**config.mk**
```make
export PLATFORM = sky130hd
export DESIGN_NAME = stack_unit
export DESIGN_NICKNAME = d
export VERILOG_FILES = /design/src/rtl/stack_unit.sv
export SDC_FILE = /design/constraint.sdc
export NUM_CORES = 1
export LEC_CHECK = 0
export CAP_MARGIN = 30
export CORE_MARGIN = 3
export CORE_UTILIZATION = 42
export CTS_CLUSTER_SIZE = 8
export DETAILED_ROUTE_END_ITERATION = 8
export HOLD_SLACK_MARGIN = 0.03
export PLACE_DENSITY_LB_ADDON = 0.3
export RECOVER_POWER = 50
export SLEW_MARGIN = 25
export SYNTH_ARGS = -nofsm -noshare
export SYNTH_HDL_FRONTEND = slang
export SYNTH_SLANG_ARGS = --single-unit
export TNS_END_PERCENT = 5
```
**constraint.sdc**
```tcl
create_clock -name clk -period 6.6 [get_ports clk]
set_input_delay 1.32 -clock clk [delete_from_list [all_inputs] [get_ports clk]]
set_output_delay 1.32 -clock clk [all_outputs]
set_load 0.02 [all_outputs]
```
**src/rtl/stack_unit.sv**
```systemverilog
// ---------------------------------------------------------------------------
// stack_unit
// Parametrised operand stack for the stack-architecture CPU. One stack
// operation is executed per clock: NOP, PUSH, POP, DUP, SWAP, OVER,
// REPLACE (ALU binary result) and CLEAR. The top two entries are held in
// registers so the ALU sees TOS/NOS with no extra cycle. Deeper entries
// live in an internal array indexed by the occupancy count. Illegal ops
// leave the stack untouched and set a sticky overflow/underflow flag.
//
// Ports:
//   clk        in   system clock, rising edge
//   rst        in   asynchronous active-low reset
//   op_valid   in   execute op at this rising edge when 1
//   op         in   3-bit operation code
//   din        in   operand for PUSH / REPLACE
//   tos        out  top of stack (0 when empty)
//   nos        out  next on stack (0 when fewer than two entries)
//   count      out  number of entries, 0..DEPTH
//   empty      out  count == 0
//   full       out  count == DEPTH
//   overflow   out  sticky, op would have exceeded DEPTH
//   underflow  out  sticky, op needed more entries than present
// ---------------------------------------------------------------------------
module stack_unit #(
    parameter  int DATA_WIDTH = 8,
    parameter  int DEPTH      = 16,
    localparam int CNT_WIDTH  = $clog2(DEPTH + 1)
) (
    input  logic                  clk,
    input  logic                  rst,
    input  logic                  op_valid,
    input  logic [2:0]            op,
    input  logic [DATA_WIDTH-1:0] din,
    output logic [DATA_WIDTH-1:0] tos,
    output logic [DATA_WIDTH-1:0] nos,
    output logic [CNT_WIDTH-1:0]  count,
    output logic                  empty,
    output logic                  full,
    output logic                  overflow,
    output logic                  underflow
);

    localparam logic [2:0] OP_NOP     = 3'b000;
    localparam logic [2:0] OP_PUSH    = 3'b001;
    localparam logic [2:0] OP_POP     = 3'b010;
    localparam logic [2:0] OP_DUP     = 3'b011;
    localparam logic [2:0] OP_SWAP    = 3'b100;
    localparam logic [2:0] OP_OVER    = 3'b101;
    localparam logic [2:0] OP_REPLACE = 3'b110;
    localparam logic [2:0] OP_CLEAR   = 3'b111;

    localparam int IDX_W = $clog2(DEPTH);

    localparam logic [CNT_WIDTH-1:0] ONE     = CNT_WIDTH'(1);
    localparam logic [CNT_WIDTH-1:0] TWO     = CNT_WIDTH'(2);
    localparam logic [CNT_WIDTH-1:0] THREE   = CNT_WIDTH'(3);
    localparam logic [CNT_WIDTH-1:0] DEPTH_C = CNT_WIDTH'(DEPTH);

    logic [DATA_WIDTH-1:0] tos_q, tos_d;
    logic [DATA_WIDTH-1:0] nos_q, nos_d;
    logic [CNT_WIDTH-1:0]  count_q, count_d;
    logic                  ovf_q, ovf_d;
    logic                  unf_q, unf_d;

    // Entries below NOS; entry k (k = 0 is the bottom of the stack) sits at
    // mem_q[k]. With E entries, NOS is logical entry E-2 and the third
    // entry is E-3.
    logic [DATA_WIDTH-1:0] mem_q [DEPTH];

    logic                  mem_we;
    logic [IDX_W-1:0]      wr_idx;
    logic [IDX_W-1:0]      rd_idx;
    logic [DATA_WIDTH-1:0] third;
    logic                  is_full;
    logic                  ge1, ge2, ge3;

    assign is_full = (count_q == DEPTH_C);
    assign ge1     = (count_q >= ONE);
    assign ge2     = (count_q >= TWO);
    assign ge3     = (count_q >= THREE);

    // When an op grows the stack, old NOS sinks into the array at position
    // E-2. When an op shrinks it, the entry at E-3 surfaces as the new NOS.
    assign wr_idx = IDX_W'(count_q - TWO);
    assign rd_idx = IDX_W'(count_q - THREE);
    assign third  = ge3 ? mem_q[rd_idx] : '0;

    always_comb begin
        tos_d   = tos_q;
        nos_d   = nos_q;
        count_d = count_q;
        ovf_d   = ovf_q;
        unf_d   = unf_q;
        mem_we  = 1'b0;

        if (op_valid) begin
            case (op)
                OP_NOP: ;
                OP_PUSH: begin
                    if (is_full) begin
                        ovf_d = 1'b1;
                    end else begin
                        mem_we  = ge2;
                        nos_d   = tos_q;
                        tos_d   = din;
                        count_d = count_q + ONE;
                    end
                end
                OP_POP: begin
                    if (!ge1) begin
                        unf_d = 1'b1;
                    end else begin
                        tos_d   = nos_q;
                        nos_d   = third;
                        count_d = count_q - ONE;
                    end
                end
                OP_DUP: begin
                    // Underflow is checked first so DUP on empty never
                    // reports overflow.
                    if (!ge1) begin
                        unf_d = 1'b1;
                    end else if (is_full) begin
                        ovf_d = 1'b1;
                    end else begin
                        mem_we  = ge2;
                        nos_d   = tos_q;
                        count_d = count_q + ONE;
                    end
                end
                OP_SWAP: begin
                    if (!ge2) begin
                        unf_d = 1'b1;
                    end else begin
                        tos_d = nos_q;
                        nos_d = tos_q;
                    end
                end
                OP_OVER: begin
                    if (!ge2) begin
                        unf_d = 1'b1;
                    end else if (is_full) begin
                        ovf_d = 1'b1;
                    end else begin
                        mem_we  = 1'b1;
                        tos_d   = nos_q;
                        nos_d   = tos_q;
                        count_d = count_q + ONE;
                    end
                end
                OP_REPLACE: begin
                    if (!ge2) begin
                        unf_d = 1'b1;
                    end else begin
                        tos_d   = din;
                        nos_d   = third;
                        count_d = count_q - ONE;
                    end
                end
                OP_CLEAR: begin
                    tos_d   = '0;
                    nos_d   = '0;
                    count_d = '0;
                    ovf_d   = 1'b0;
                    unf_d   = 1'b0;
                end
                default: ;
            endcase
        end
    end

    always_ff @(posedge clk or negedge rst) begin
        if (!rst) begin
            tos_q   <= '0;
            nos_q   <= '0;
            count_q <= '0;
            ovf_q   <= 1'b0;
            unf_q   <= 1'b0;
        end else begin
            tos_q   <= tos_d;
            nos_q   <= nos_d;
            count_q <= count_d;
            ovf_q   <= ovf_d;
            unf_q   <= unf_d;
        end
    end

    // Storage is not reset; contents are meaningless until pushed again.
    always_ff @(posedge clk) begin
        if (mem_we && rst) begin
            mem_q[wr_idx] <= nos_q;
        end
    end

    assign tos       = tos_q;
    assign nos       = nos_q;
    assign count     = count_q;
    assign empty     = (count_q == '0);
    assign full      = is_full;
    assign overflow  = ovf_q;
    assign underflow = unf_q;

endmodule

```
==> results of run 1 <==
-- routing by layer --
metal  vias up  global-route usage  wire (um)
met4         0              0.0537        286
met2       169               0.309       7780
met1      1991               0.255       6570
met5         -                   0          0
li1       1677                   -          -
met3        26              0.0494       1030
-- registers in the layout, indices dropped and copies added (netlist names) --
signal / flops
mem_q: 128
nos: 8
tos: 8
count: 5
overflow: 1
underflow: 1
-- cells in the final DEF (no fill, tap or decap), types with 3 or more instances in the layout --
cell type        Yosys  final
a221o_1              8      8
clkbuf_16            0     17
mux4_2              32     32
and2_1               3      3
inv_6                0      4
clkinv_1             0      3
clkinv_2             0      3
o21ai_0             18     18
nand2b_1             4      4
dfrtp_1             23     22
nand3_1              3      3
mux2_4               8      8
dlygate4sd3_1        0     12
a21oi_1              5      5
inv_1                5      5
ha_1                 9      9
a21boi_0             2      3
clkinvlp_4           0      3
clkdlybuf4s50_1      0     26
nand2_1             18     18
a22o_1               8      8
edfxtp_1           128    128
nor2_1              21     21
a31oi_1             15     15
clkbuf_1             5      9
a22oi_1              8      8
-- logic make-up after synthesis --
kind of cell,share of synthesized area
adders and majority gates,0.0170
and+or+nand+nor,0.0630
DFF,0.667
AOI/OAI and AO/OA,0.0997
buffers and inverters,0.0181
muxes,0.132
xor gates and xnor gates,0.00396
-- power groups by stage --
stage          combinational, mW  clock [mW]  sequential, mW
6_report                    1.36       0.864            1.28
5_1_grt                     1.45       0.923            1.29
4_1_cts                     1.39       0.878            1.28
3_5_place_dp                1.39           0            1.29
3_3_place_gp                1.38           0            1.29
2_1_floorplan              0.811           0            1.39
-- area by class of cell --
type	count	area, um2
Clock buffer	17	425
Tap cell	211	264
Fill cell	1316	7570
Timing Repair Buffer	49	429
Multi-Input combinational cell	209	2080
Sequential cell	151	4420
Clock inverter	15	101
Inverter	6	22.5
-- worst max-delay path: stages --
cell and delay, ps:
dlygate4sd3_1 520, clkbuf_1 1010, and3_1 290, o2111a_1 310, nand2_1 220, nor2_1 600
-- final timing paths --
check,to,slack [ps],from,depth (start not counted)
worst max-delay path,mem_q[11][0],2360,rst,6
worst min-delay path,underflow,540,underflow,2
worst max register to register,nos[4],3280,count[2],7
worst min register to register,underflow,540,underflow,2
max in group asynchronous,count[0],3940,rst,2
min in group asynchronous,count[0],1750,rst,2
-- metrics by stage --
stage                     power [mW]   util  area [um2]
after floorplan                 2.20      -        6630
after global placement          2.67  0.474        7260
after detailed placement        2.68  0.474        7260
after CTS                       3.55  0.508        7790
after global routing            3.66  0.505        7740
final                           3.50  0.505        7740
==> impl_metrics.yaml, run 1 <==
yosys:
  ys_top_cells_by_count: "edfxtp_1 (128), mux4_2 (32), dfrtp_1 (23)"
  synth_area_leaders: "edfxtp_1 (58%), mux4_2 (11%), dfrtp_1 (8.7%)"
  synth_seq_cells: 151
  synth_top_area_cell: "edfxtp_1"
  synth_flop_cell: "edfxtp_1"
  synthArstFlopShare: 0.152
  synth_edf_count: 128
  synth.distinct_cells: 64
  syn-num-nets: 407
  syn_avg_cell_area_um2: 17.3
  yosys.cell_count.top_type: "edfxtp_1"
  synth_area_um2: 6630
  synth_top_area_share: 0.580
  seq_area_frac_synth: 0.667
  yosys_warnings: 0
  synthCells: 384
cts:
  clk-insertion-delay-late_ps: 420
  clk_pin_slew_ps: 60
  postCtsSetupRepairBufs: 0
  cts_buffer_depth: 2
  h-tree-depth: 4
  cts.sinks: 151
  cts_root_buf: "clkbuf_16"
  numCtsBuffers: 17
  cts_hold_buf: 0
  cts_tree: "yes"
  cts_resized: 0
sta:
  finalCritPeriodShare: 0.642
  min_period_ps: 4240
  rsz0062_at_grt: "false"
  fin_hold_ws_ps: 545
  final.setup.tns_ps: 0
  fin_ws_ps: 2360
  fin_skew_ps: 5.74
  worst_slew_pin_slew_ps: 1390
  max_freq_mhz: 236
  setup_viol: 0
  finalHoldViolations: 0
  slew_headroom: 0.0710
  slew_violations: 0
final_layout:
  area_growth_pct: 16.8
  n_antenna_cell: 0
  drive_above_1_share: 0.195
  stdcell_count: 658
  num-nets-final: 457
critical_path:
  cp-end-kind: "register"
  crit_fanout: 24
  critical_path_required_ps: 6650
  crit_type: "in -> reg"
  crit_arrival_ps: 4290
  cp-start-kind: "input port"
power_and_ir_drop:
  combPwrFrac: 0.388
  p_leak_nw: 2.61
  switching_share: 0.361
  p_clk_frac: 0.247
  internal-power_mw: 2.24
  power_switching_mw: 1.26
  irDropWorstVdd_mv: 0.328
  p_per_area_nw_per_um2: 452
  seq_power_share: 0.365
drt:
  viasPerCell: 5.87
  routed-via-count: 3863
  drtPass1Iterations: 5
  drt_iter0_drc: 345
  ant_nets: 0
  drc: 0
  wl_per_cell_um: 23.8
  wirelength_um: 15700
job:
  max_cap_violations: 0
grt:
  antenna_found_initial: 0
  first_global_vias: 3887
  grtUsageTotal: 0.190
  grt_overflow: 0
  grt_pass1_wl_um: 24200
  grt_max_degree: 45
die:
  start_util: 0.433
  ioPinCount: 39
  core_area_um2: 15300
  dieArea_um2: 17300
  die_width_um: 132
  row_count: 45
  die_h_um: 132
placed_design:
  gp_congestion: 0.939
  hpwl_um: 10400
  pre_cts_ws_ps: 2730
  placed_cells: 626
  io_buffers: 38
run_status:
  status: "complete, no violations"
worst_hold_path:
  hold_path_class: "reg -> reg"
(Power assumes the default switching activity.)
==> run 2, diff against run 1 <==
==> constraint.sdc (replaced) <==
create_clock -name clk -period 3.8 [get_ports clk]
set_input_delay 0.76 -clock clk [delete_from_list [all_inputs] [get_ports clk]]
set_output_delay 0.76 -clock clk [all_outputs]
set_load 0.02 [all_outputs]
==> impl_metrics.yaml, run 2 (synthesis results as in run 1) <==
placed_design:
  io_buffers: 38
  pre_cts_ws_ps: 597
  hpwl_um: 10100
  gp_congestion: 0.823
sta:
  slew_violations: 0
  finalCritPeriodShare: 0.871
  fin_hold_ws_ps: 571
  final.setup.tns_ps: 0
  max_freq_mhz: 302
  fin_skew_ps: 5.16
  fin_ws_ps: 490
  rsz0062_at_grt: "false"
  finalHoldViolations: 0
  min_period_ps: 3310
  setup_viol: 0
  worst_slew_pin_slew_ps: 1250
  slew_headroom: 0.166
grt:
  antenna_found_initial: 1
  first_global_vias: 4061
  grt_overflow: 0
  grtUsageTotal: 0.181
  grt_max_degree: 26
  grt_pass1_wl_um: 23800
drt:
  ant_nets: 0
  drtPass1Iterations: 7
  drt_iter0_drc: 461
  routed-via-count: 3899
  drc: 0
  wirelength_um: 15100
  wl_per_cell_um: 22.3
  viasPerCell: 5.78
cts:
  cts_buffer_depth: 2
  numCtsBuffers: 17
  cts_tree: "yes"
  clk_pin_slew_ps: 60
  cts_hold_buf: 0
  clk-insertion-delay-late_ps: 420
  postCtsSetupRepairBufs: 0
  cts_resized: 0
  cts_root_buf: "clkbuf_16"
  h-tree-depth: 4
  cts.sinks: 151
worst_hold_path:
  min_from: "tos[3]"
  hold_path_class: "reg -> reg"
  holdPathEnd: "nos[3]"
  whs_path_depth: 1
power_and_ir_drop:
  irDropWorstVdd_mv: 0.433
  p_leak_nw: 2.74
  p_per_area_nw_per_um2: 786
critical_path:
  crit_arrival_ps: 3610
  reg2reg_to: "nos[1]"
  cp-end-kind: "register"
  crit_type: "reg -> reg"
  critical_path_required_ps: 4100
  rrSetupSlack_ps: 490
  reg2regPathDepth: 7
  crit_fanout: 8
  r2r-start: "count[1]"
  cp-start-kind: "register"
die:
  ioPinCount: 39
  start_util: 0.433
  row_count: 45
  die_width_um: 132
  core_area_um2: 15300
  die_h_um: 132
  dieArea_um2: 17300
job:
  max_cap_violations: 0
final_layout:
  num-nets-final: 475
  layout_commonest_cell: "edfxtp_1"
  n_antenna_cell: 0
  regMostFlops: "mem_q"
  largest_register_ffs: 128
  drive_above_1_share: 0.228
  fillCellCount: 1269
  area_growth_pct: 19.6
  layout_common_cells: "edfxtp_1 (128), mux4_2 (32), clkdlybuf4s50_1 (26)"
run_status:
  status: "complete, no violations"
run 2: changes by cell type in the layout (fill, tap and decap cells not counted), sizes merged:
| cell | before | now |
|---|---|---|
| clkinvlp | 3 | 2 |
| inv | 10 | 13 |
| bufinv | 0 | 1 |
| buf | 2 | 20 |
| clkinv | 8 | 4 |
run 2: layout make-up:
cell class | count | area, um2 | share of cell area
Multi-Input combinational cell | 209 | 2080 | 0.262
Clock buffer | 17 | 425 | 0.0537
Tap cell | 211 | 264 | 0.0333
Inverter | 6 | 22.5 | 0.00284
Sequential cell | 151 | 4420 | 0.558
Clock inverter | 14 | 141 | 0.0178
Timing Repair Buffer | 67 | 577 | 0.0727
run 2: worst max path at each step:
stage,startpoint,end,slack (ps),cells after the start
final,count[1],nos[1],490,7
after global placement,op[2],tos[7],690,5
after detailed placement,op[2],tos[0],600,5
after CTS,count[1],full,780,5
after floorplan,count[0],nos[2],960,10
after global routing,count[1],nos[6],340,7
run 2: critical path: stages, from the launching register on:
cell and delay, ps:
dfrtp_1 460, inv_1 210, ha_1 430, a21boi_0 860, nand3_2 270, o311ai_4 460
a211oi_2 170, a221o_1 330
run 2: metrics by stage:
step,power [mW],instances,cell area (um2),utilization
after detailed placement,4.73,644,7410,0.484
after global placement,4.69,644,7410,0.484
after global routing,6.51,675,7930,0.518
after floorplan,3.82,384,6630,-
after CTS,6.33,675,7970,0.521
final,6.23,675,7930,0.518
run 2: routing by layer:
metal,routed length (um),part of all wire,up-vias,track usage
met5,0,0,-,0
met4,228,0.015,0,0.0502
met3,1040,0.069,17,0.0459
met2,7230,0.48,158,0.284
met1,6580,0.44,2020,0.255
li1,-,-,1704,-
run 2: power breakdown:
group	internal [mW]	leakage, nW	switching (mW)
sequential	2.10	1.46	0.136
clock	0.916	0.273	0.684
combinational	1.00	1.01	1.40
==> run 3, diff against run 2 <==
--- a/config.mk
+++ b/config.mk
@@ -5,6 +5,7 @@
 export SDC_FILE = /design/constraint.sdc
 export NUM_CORES = 1
 export LEC_CHECK = 0
+export ABC_CLOCK_PERIOD_IN_PS = 3800
 export CAP_MARGIN = 30
 export CORE_MARGIN = 3
 export CORE_UTILIZATION = 42
@@ -13,7 +14,6 @@
 export HOLD_SLACK_MARGIN = 0.03
 export PLACE_DENSITY_LB_ADDON = 0.3
 export RECOVER_POWER = 50
-export SLEW_MARGIN = 25
 export SYNTH_ARGS = -nofsm -noshare
 export SYNTH_HDL_FRONTEND = slang
 export SYNTH_SLANG_ARGS = --single-unit
==> results of run 3 <==
Same layout as run 2: the final DEF is identical, and so are final timing and power.
